<file path="src/rtl/fft_pkg.sv">
// Shared FFT definitions: data/twiddle widths, control-state encoding and
// the saturate-to-data-width helper used by every butterfly stage.
package fft_pkg;

  localparam int DATA_W  = 19;
  localparam int TW_W    = 9;
  localparam int TW_FRAC = 7;
  localparam int DEPTH   = 16;
  localparam int PTR_W   = 4;
  localparam int CNT_W   = 5;

  typedef enum logic [1:0] {
    IDLE    = 2'b00,
    FIRST   = 2'b01,
    SECOND  = 2'b10,
    WAITING = 2'b11
  } bf_state_e;

  localparam logic signed [31:0] SAT_HI = (32'sd1 <<< (DATA_W - 1)) - 32'sd1;
  localparam logic signed [31:0] SAT_LO = -(32'sd1 <<< (DATA_W - 1));

  function automatic logic signed [DATA_W-1:0] sat_data(input logic signed [31:0] v);
    if (v > SAT_HI)
      return SAT_HI[DATA_W-1:0];
    else if (v < SAT_LO)
      return SAT_LO[DATA_W-1:0];
    else
      return v[DATA_W-1:0];
  endfunction

endpackage

</file>
<file path="src/rtl/bf_stage16_if.sv">
// Sample/twiddle/control bundle between the stage-1 control unit (master)
// and the 16-deep butterfly stage (slave), plus the stage result stream.
interface bf_stage16_if;
  import fft_pkg::*;

  bf_state_e                state;
  logic signed [DATA_W-1:0] data_in_r;
  logic signed [DATA_W-1:0] data_in_i;
  logic signed [TW_W-1:0]   WN_r;
  logic signed [TW_W-1:0]   WN_i;
  logic signed [DATA_W-1:0] data_out_r;
  logic signed [DATA_W-1:0] data_out_i;
  logic                     valid_o;
  logic                     last_o;

  modport master (
    output state, data_in_r, data_in_i, WN_r, WN_i,
    input  data_out_r, data_out_i, valid_o, last_o
  );

  modport slave (
    input  state, data_in_r, data_in_i, WN_r, WN_i,
    output data_out_r, data_out_i, valid_o, last_o
  );

endinterface

</file>
<file path="src/rtl/cmul_q7.sv">
// Combinational complex multiply by a Q2.7 twiddle, round-half-up on the
// dropped fraction, saturated back to the data width.
module cmul_q7
  import fft_pkg::*;
(
  input  logic signed [DATA_W-1:0] a_r,
  input  logic signed [DATA_W-1:0] a_i,
  input  logic signed [TW_W-1:0]   w_r,
  input  logic signed [TW_W-1:0]   w_i,
  output logic signed [DATA_W-1:0] p_r,
  output logic signed [DATA_W-1:0] p_i
);

  localparam int PW = DATA_W + TW_W + 1;
  localparam logic signed [PW-1:0] RND =
    {{(PW - TW_FRAC){1'b0}}, 1'b1, {(TW_FRAC - 1){1'b0}}};

  logic signed [PW-1:0] ar, ai, wr, wi;
  logic signed [PW-1:0] re, im, re_s, im_s;

  assign ar = {{(PW - DATA_W){a_r[DATA_W-1]}}, a_r};
  assign ai = {{(PW - DATA_W){a_i[DATA_W-1]}}, a_i};
  assign wr = {{(PW - TW_W){w_r[TW_W-1]}}, w_r};
  assign wi = {{(PW - TW_W){w_i[TW_W-1]}}, w_i};

  // Products fit in PW bits, so truncating to PW keeps exact values.
  assign re   = ar * wr - ai * wi + RND;
  assign im   = ar * wi + ai * wr + RND;
  assign re_s = re >>> TW_FRAC;
  assign im_s = im >>> TW_FRAC;

  assign p_r = sat_data({{(32 - PW){re_s[PW-1]}}, re_s});
  assign p_i = sat_data({{(32 - PW){im_s[PW-1]}}, im_s});

endmodule

</file>
<file path="src/rtl/bf_stage16.sv">
// First radix-2 SDF butterfly (16-deep feedback) of the 32-point FFT.
// Build option BF16_SCALE_EN: halve the butterfly sum/difference instead of saturating.
module bf_stage16
  import fft_pkg::*;
(
  input  logic        clk,
  input  logic        rst,
  bf_stage16_if.slave bus
);

  logic signed [DATA_W-1:0] dl_r [DEPTH];
  logic signed [DATA_W-1:0] dl_i [DEPTH];
  logic [PTR_W-1:0]         ptr;
  logic [CNT_W-1:0]         cnt;

  logic signed [DATA_W-1:0] d_r, d_i;
  logic signed [DATA_W-1:0] sum_r, sum_i, dif_r, dif_i;
  logic signed [DATA_W-1:0] mul_r, mul_i;

  function automatic logic signed [DATA_W-1:0] bf_res(input logic signed [DATA_W:0] v);
`ifdef BF16_SCALE_EN
    logic signed [DATA_W+1:0] t;
    t = {v[DATA_W], v} + {{(DATA_W + 1){1'b0}}, 1'b1};
    return t[DATA_W:1];
`else
    return sat_data({{(31 - DATA_W){v[DATA_W]}}, v});
`endif
  endfunction

  // Combinational read returns the pre-write value of the entry at ptr.
  assign d_r = dl_r[ptr];
  assign d_i = dl_i[ptr];

  assign sum_r = bf_res({d_r[DATA_W-1], d_r} + {bus.data_in_r[DATA_W-1], bus.data_in_r});
  assign sum_i = bf_res({d_i[DATA_W-1], d_i} + {bus.data_in_i[DATA_W-1], bus.data_in_i});
  assign dif_r = bf_res({d_r[DATA_W-1], d_r} - {bus.data_in_r[DATA_W-1], bus.data_in_r});
  assign dif_i = bf_res({d_i[DATA_W-1], d_i} - {bus.data_in_i[DATA_W-1], bus.data_in_i});

  cmul_q7 u_cmul (
    .a_r (d_r),
    .a_i (d_i),
    .w_r (bus.WN_r),
    .w_i (bus.WN_i),
    .p_r (mul_r),
    .p_i (mul_i)
  );

  always_ff @(posedge clk) begin
    case (bus.state)
      WAITING: begin
        dl_r[ptr] <= bus.data_in_r;
        dl_i[ptr] <= bus.data_in_i;
      end
      FIRST: begin
        dl_r[ptr] <= dif_r;
        dl_i[ptr] <= dif_i;
      end
      SECOND: begin
        dl_r[ptr] <= '0;
        dl_i[ptr] <= '0;
      end
      IDLE: ;
    endcase
  end

  always_ff @(posedge clk or negedge rst) begin
    if (!rst) begin
      ptr            <= '0;
      cnt            <= '0;
      bus.data_out_r <= '0;
      bus.data_out_i <= '0;
      bus.valid_o    <= 1'b0;
      bus.last_o     <= 1'b0;
    end else begin
      case (bus.state)
        IDLE: begin
          ptr         <= '0;
          cnt         <= '0;
          bus.valid_o <= 1'b0;
          bus.last_o  <= 1'b0;
        end
        WAITING: begin
          ptr         <= ptr + PTR_W'(1);
          bus.valid_o <= 1'b0;
          bus.last_o  <= 1'b0;
        end
        FIRST: begin
          ptr            <= ptr + PTR_W'(1);
          cnt            <= cnt + CNT_W'(1);
          bus.data_out_r <= sum_r;
          bus.data_out_i <= sum_i;
          bus.valid_o    <= 1'b1;
          bus.last_o     <= &cnt;
        end
        SECOND: begin
          ptr            <= ptr + PTR_W'(1);
          cnt            <= cnt + CNT_W'(1);
          bus.data_out_r <= mul_r;
          bus.data_out_i <= mul_i;
          bus.valid_o    <= 1'b1;
          bus.last_o     <= &cnt;
        end
      endcase
    end
  end

endmodule

</file>
<file path="src/flat_wrapper.sv">
// flat-port wrapper written by rule: the top's interface ports become plain ports
module bf_stage16_flat import fft_pkg::*;
  (clk, rst, bus_state, bus_data_in_r, bus_data_in_i, bus_WN_r, bus_WN_i, bus_data_out_r, bus_data_out_i, bus_valid_o, bus_last_o);
  bf_stage16_if bus_i ();
  input  logic clk;
  input  logic rst;
  input wire logic [$bits(bus_i.state)-1:0] bus_state;
  input wire logic [$bits(bus_i.data_in_r)-1:0] bus_data_in_r;
  input wire logic [$bits(bus_i.data_in_i)-1:0] bus_data_in_i;
  input wire logic [$bits(bus_i.WN_r)-1:0] bus_WN_r;
  input wire logic [$bits(bus_i.WN_i)-1:0] bus_WN_i;
  output wire logic [$bits(bus_i.data_out_r)-1:0] bus_data_out_r;
  output wire logic [$bits(bus_i.data_out_i)-1:0] bus_data_out_i;
  output wire logic [$bits(bus_i.valid_o)-1:0] bus_valid_o;
  output wire logic [$bits(bus_i.last_o)-1:0] bus_last_o;
  assign bus_i.state = bus_state;
  assign bus_i.data_in_r = bus_data_in_r;
  assign bus_i.data_in_i = bus_data_in_i;
  assign bus_i.WN_r = bus_WN_r;
  assign bus_i.WN_i = bus_WN_i;
  assign bus_data_out_r = bus_i.data_out_r;
  assign bus_data_out_i = bus_i.data_out_i;
  assign bus_valid_o = bus_i.valid_o;
  assign bus_last_o = bus_i.last_o;
  bf_stage16 u_core (.clk(clk), .rst(rst), .bus(bus_i));
endmodule
</file>
<file path="config.mk">
export PLATFORM = sky130hd
export DESIGN_NAME = bf_stage16_flat
export DESIGN_NICKNAME = d
export VERILOG_FILES = /design/src/rtl/fft_pkg.sv /design/src/rtl/bf_stage16_if.sv /design/src/rtl/cmul_q7.sv /design/src/rtl/bf_stage16.sv /design/src/flat_wrapper.sv
export SDC_FILE = /design/constraint.sdc
export NUM_CORES = 2
export LEC_CHECK = 0
export ABC_AREA = 1
export CORE_MARGIN = 5
export CORE_UTILIZATION = 50
export DETAILED_ROUTE_END_ITERATION = 12
export GPL_TIMING_DRIVEN = 0
export PLACE_DENSITY = 0.73
export RECOVER_POWER = 100
export SLEW_MARGIN = 30
export SYNTH_ARGS = -nofsm -noshare
export SYNTH_HDL_FRONTEND = slang
export SYNTH_HIERARCHICAL = 1
export SYNTH_SLANG_ARGS = --single-unit
</file>
<file path="constraint.sdc">
create_clock -name clk -period 14.6 [get_ports clk]
set_input_delay 2.92 -clock clk [delete_from_list [all_inputs] [get_ports clk]]
set_output_delay 2.92 -clock clk [all_outputs]
set_load 0.01 [all_outputs]
</file>
==> impl_metrics.yaml <==
critical_path:
  cp-start-kind: "flop"
  r2r_slack_ns: 2.16
  reg2reg_depth: 35
  max_stage_delay_ns: 0.75
  crit_required_ns: 15.11
  path_class: "flop to flop"
  crit_slowest_cell: "clkbuf_1"
  worst-path-stages: 35
  worstPathArrival_ns: 12.96
  r2r-end: "u_core/bus.data_out_r[15]"
  end_kind: "flop"
  cpMostUsedCell: "nand2_1"
  r2r_start: "u_core/ptr[0]"
  path_delay_family: "buffers and inverters"
  critPathBufInv: 8
  worst-path-max-fanout: 10
cells_and_area:
  drive_above_1_share_pct: 3.72
  n_antenna_cell: 0
  final_nets: 7666
  post-route-util_pct: 54.4
  area_growth_pct: 7.91
  layoutNonFillerInstCount: 8179
logic_synthesis:
  synth_top_area_share_pct: 31.6
  ys_seq_area_share_pct: 33.8
  synth_seq_cells: 657
  syn_inst: 6433
  ys_top_cells_by_count: "1502 x nand2_1, 1198 x inv_1, 674 x fa_1"
  synth_top_area_cell: "edfxtp_1"
  synth_area_leaders: "edfxtp_1 32%, fa_1 23%, nand2_1 9.8%"
  ys_warn_count: 6
  ys.flop_type: "edfxtp_1"
  synth.most_common_cell: "nand2_1"
  synth_edf_count: 608
  syn_area_um2: 57700
  synth.distinct_cells: 56
  async_flop_share_pct: 7.46
  syn_area_per_cell_um2: 8.97
  syn_nets: 7477
placement:
  dpl.hpwl_mm: 155
  dp_slack_ns: 3.39
  placed_cells: 8076
  port_buffers: 84
  gp_congestion: 0.987
run_status:
  violations: "max-capacitance violations, max-slew violations"
  status: "complete, but fails checks"
clock_network:
  clk_latency_ns: 0.67
  cts_hold_buf: 0
  cts-resized-gates: 0
  clk_root_buffer_cell: "clkbuf_16"
  cts_htree_levels: 2
  cts_num_sinks: 657
  clk_pin_slew_ns: 0.08
  postCtsSetupRepairBufs: 0
  cts_buffer_depth: 3
  numCtsBuffers: 56
  cts_tree: "built"
grt:
  grt_pass1_wl_mm: 289
  grt_max_degree: 36
  grt_pass1_vias: 46500
  antenna_found_initial: 9
  grt_use_total_pct: 31.9
  grt_remaining_overflow: 0
floorplanning:
  row_count: 124
  initial_core_util_pct: 50.4
  ios: 100
  dieArea_um2: 122000
  die_h_um: 350
  fp.coreArea_um2: 115000
  fp.dieW_um: 350
timing:
  min_period_ns: 12.44
  setup_violations: 0
  rsz0062_at_grt: "false"
  slew_headroom_pct: -71.7
  timing.fmax_mhz: 80.4
  layout_setup_ws_ns: 2.16
  tightest_slew_ns: 2.58
  fin_skew_ns: 0.0597
  setup_tns_ns: 0
  finalCritPeriodShare_pct: 85.2
  slew_viol_final: 316
  hold_viol: 0
detailed_routing:
  route.detailed.drc: 0
  via_per_inst: 5.71
  first_iter_violations: 5450
  wl_mm: 197
  wl_per_cell_um: 24.1
  drt-pass1-iter-count: 7
  antenna_left: 0
  vias: 46700
min_path:
  hold_path.startpoint: "u_core/bus.data_out_r[7]"
  hold_class: "flop to flop"
  hold_depth: 2
  min_to: "u_core/bus.data_out_r[7]"
flow_run:
  cap_viol_max_count: 19
## worst max path at each step
stage | endpoint | from | slack (ns)
after global placement | u_core/bus.data_out_r[0] | bus_WN_r[8] | 3.33
after CTS | u_core/bus.data_out_i[17] | u_core/ptr[1] | 3.76
final | u_core/bus.data_out_r[15] | u_core/ptr[0] | 2.16
after floorplan | u_core/bus.data_out_i[10] | bus_WN_r[2] | 5.65
after detailed placement | u_core/bus.data_out_r[0] | bus_WN_r[8] | 3.39
after global routing | u_core/bus.data_out_r[16] | u_core/ptr[0] | 1.79
## routing by layer
layer,global-route usage (%),share of wire (%),vias to the layer above
met5,1.23,0.14,-
met4,15.5,6.3,10
met3,11.4,14,642
met2,48.3,43,2955
met1,40.9,37,22800
li1,-,-,20400
## worst min-delay path, cell delays in order (launching register included)
cell,delay [ns]
dfrtp_1,0.35
nand2_1,0.05
nand2_1,0.05
## logic make-up after synthesis
| kind of cell | synth area share, % |
|---|---|
| compound gates | 7.44 |
| flops | 33.8 |
| xor+xnor | 1.50 |
| fa+ha+maj | 30.1 |
| buf+inv | 10.4 |
| simple gates | 16.8 |
## stage by stage
step	cell area, µm²	hold slack (ns)
after floorplan	57700	0.456
after global placement	60400	0.462
after detailed placement	61800	0.466
after CTS	63500	0.486
after global routing	62300	0.496
final	62300	0.478
## flip-flops by register name, summed over array words and instances (netlist names)
register	cells
u_core/dl_r	304
u_core/ptr	4
u_core/bus.data_out_r	19
u_core/bus.valid_o	1
u_core/bus.last_o	1
u_core/cnt	5
u_core/dl_i	304
u_core/bus.data_out_i	19
## layout by cell type (no fill, tap or decap), types with 42 or more instances in the layout
master              n
nand2_1          1508
inv_1            1198
fa_1              674
nor2_1            620
edfxtp_1          608
o21ai_0           396
ha_1              310
clkbuf_1          290
o22ai_1           153
a21oi_1           130
nand3_1           102
xor2_1             69
nand4_1            57
clkbuf_16          56
dfrtp_1            49
nand2_2            44
clkdlybuf4s50_1    42
dlygate4sd3_1      42
## layout make-up
type | count | area [µm²]
buffer | 314 | 1390
inverter | 1214 | 4570
tap | 1512 | 1890
multi-input combinational | 4248 | 32200
timing repair buffer | 131 | 1030
clock inverter | 32 | 292
clock buffer | 71 | 1460
sequential | 657 | 19500
fill | 10300 | 52200
Power is not shown: default switching activity piles up to over one toggle a cycle in this logic, so the estimate is an artifact.
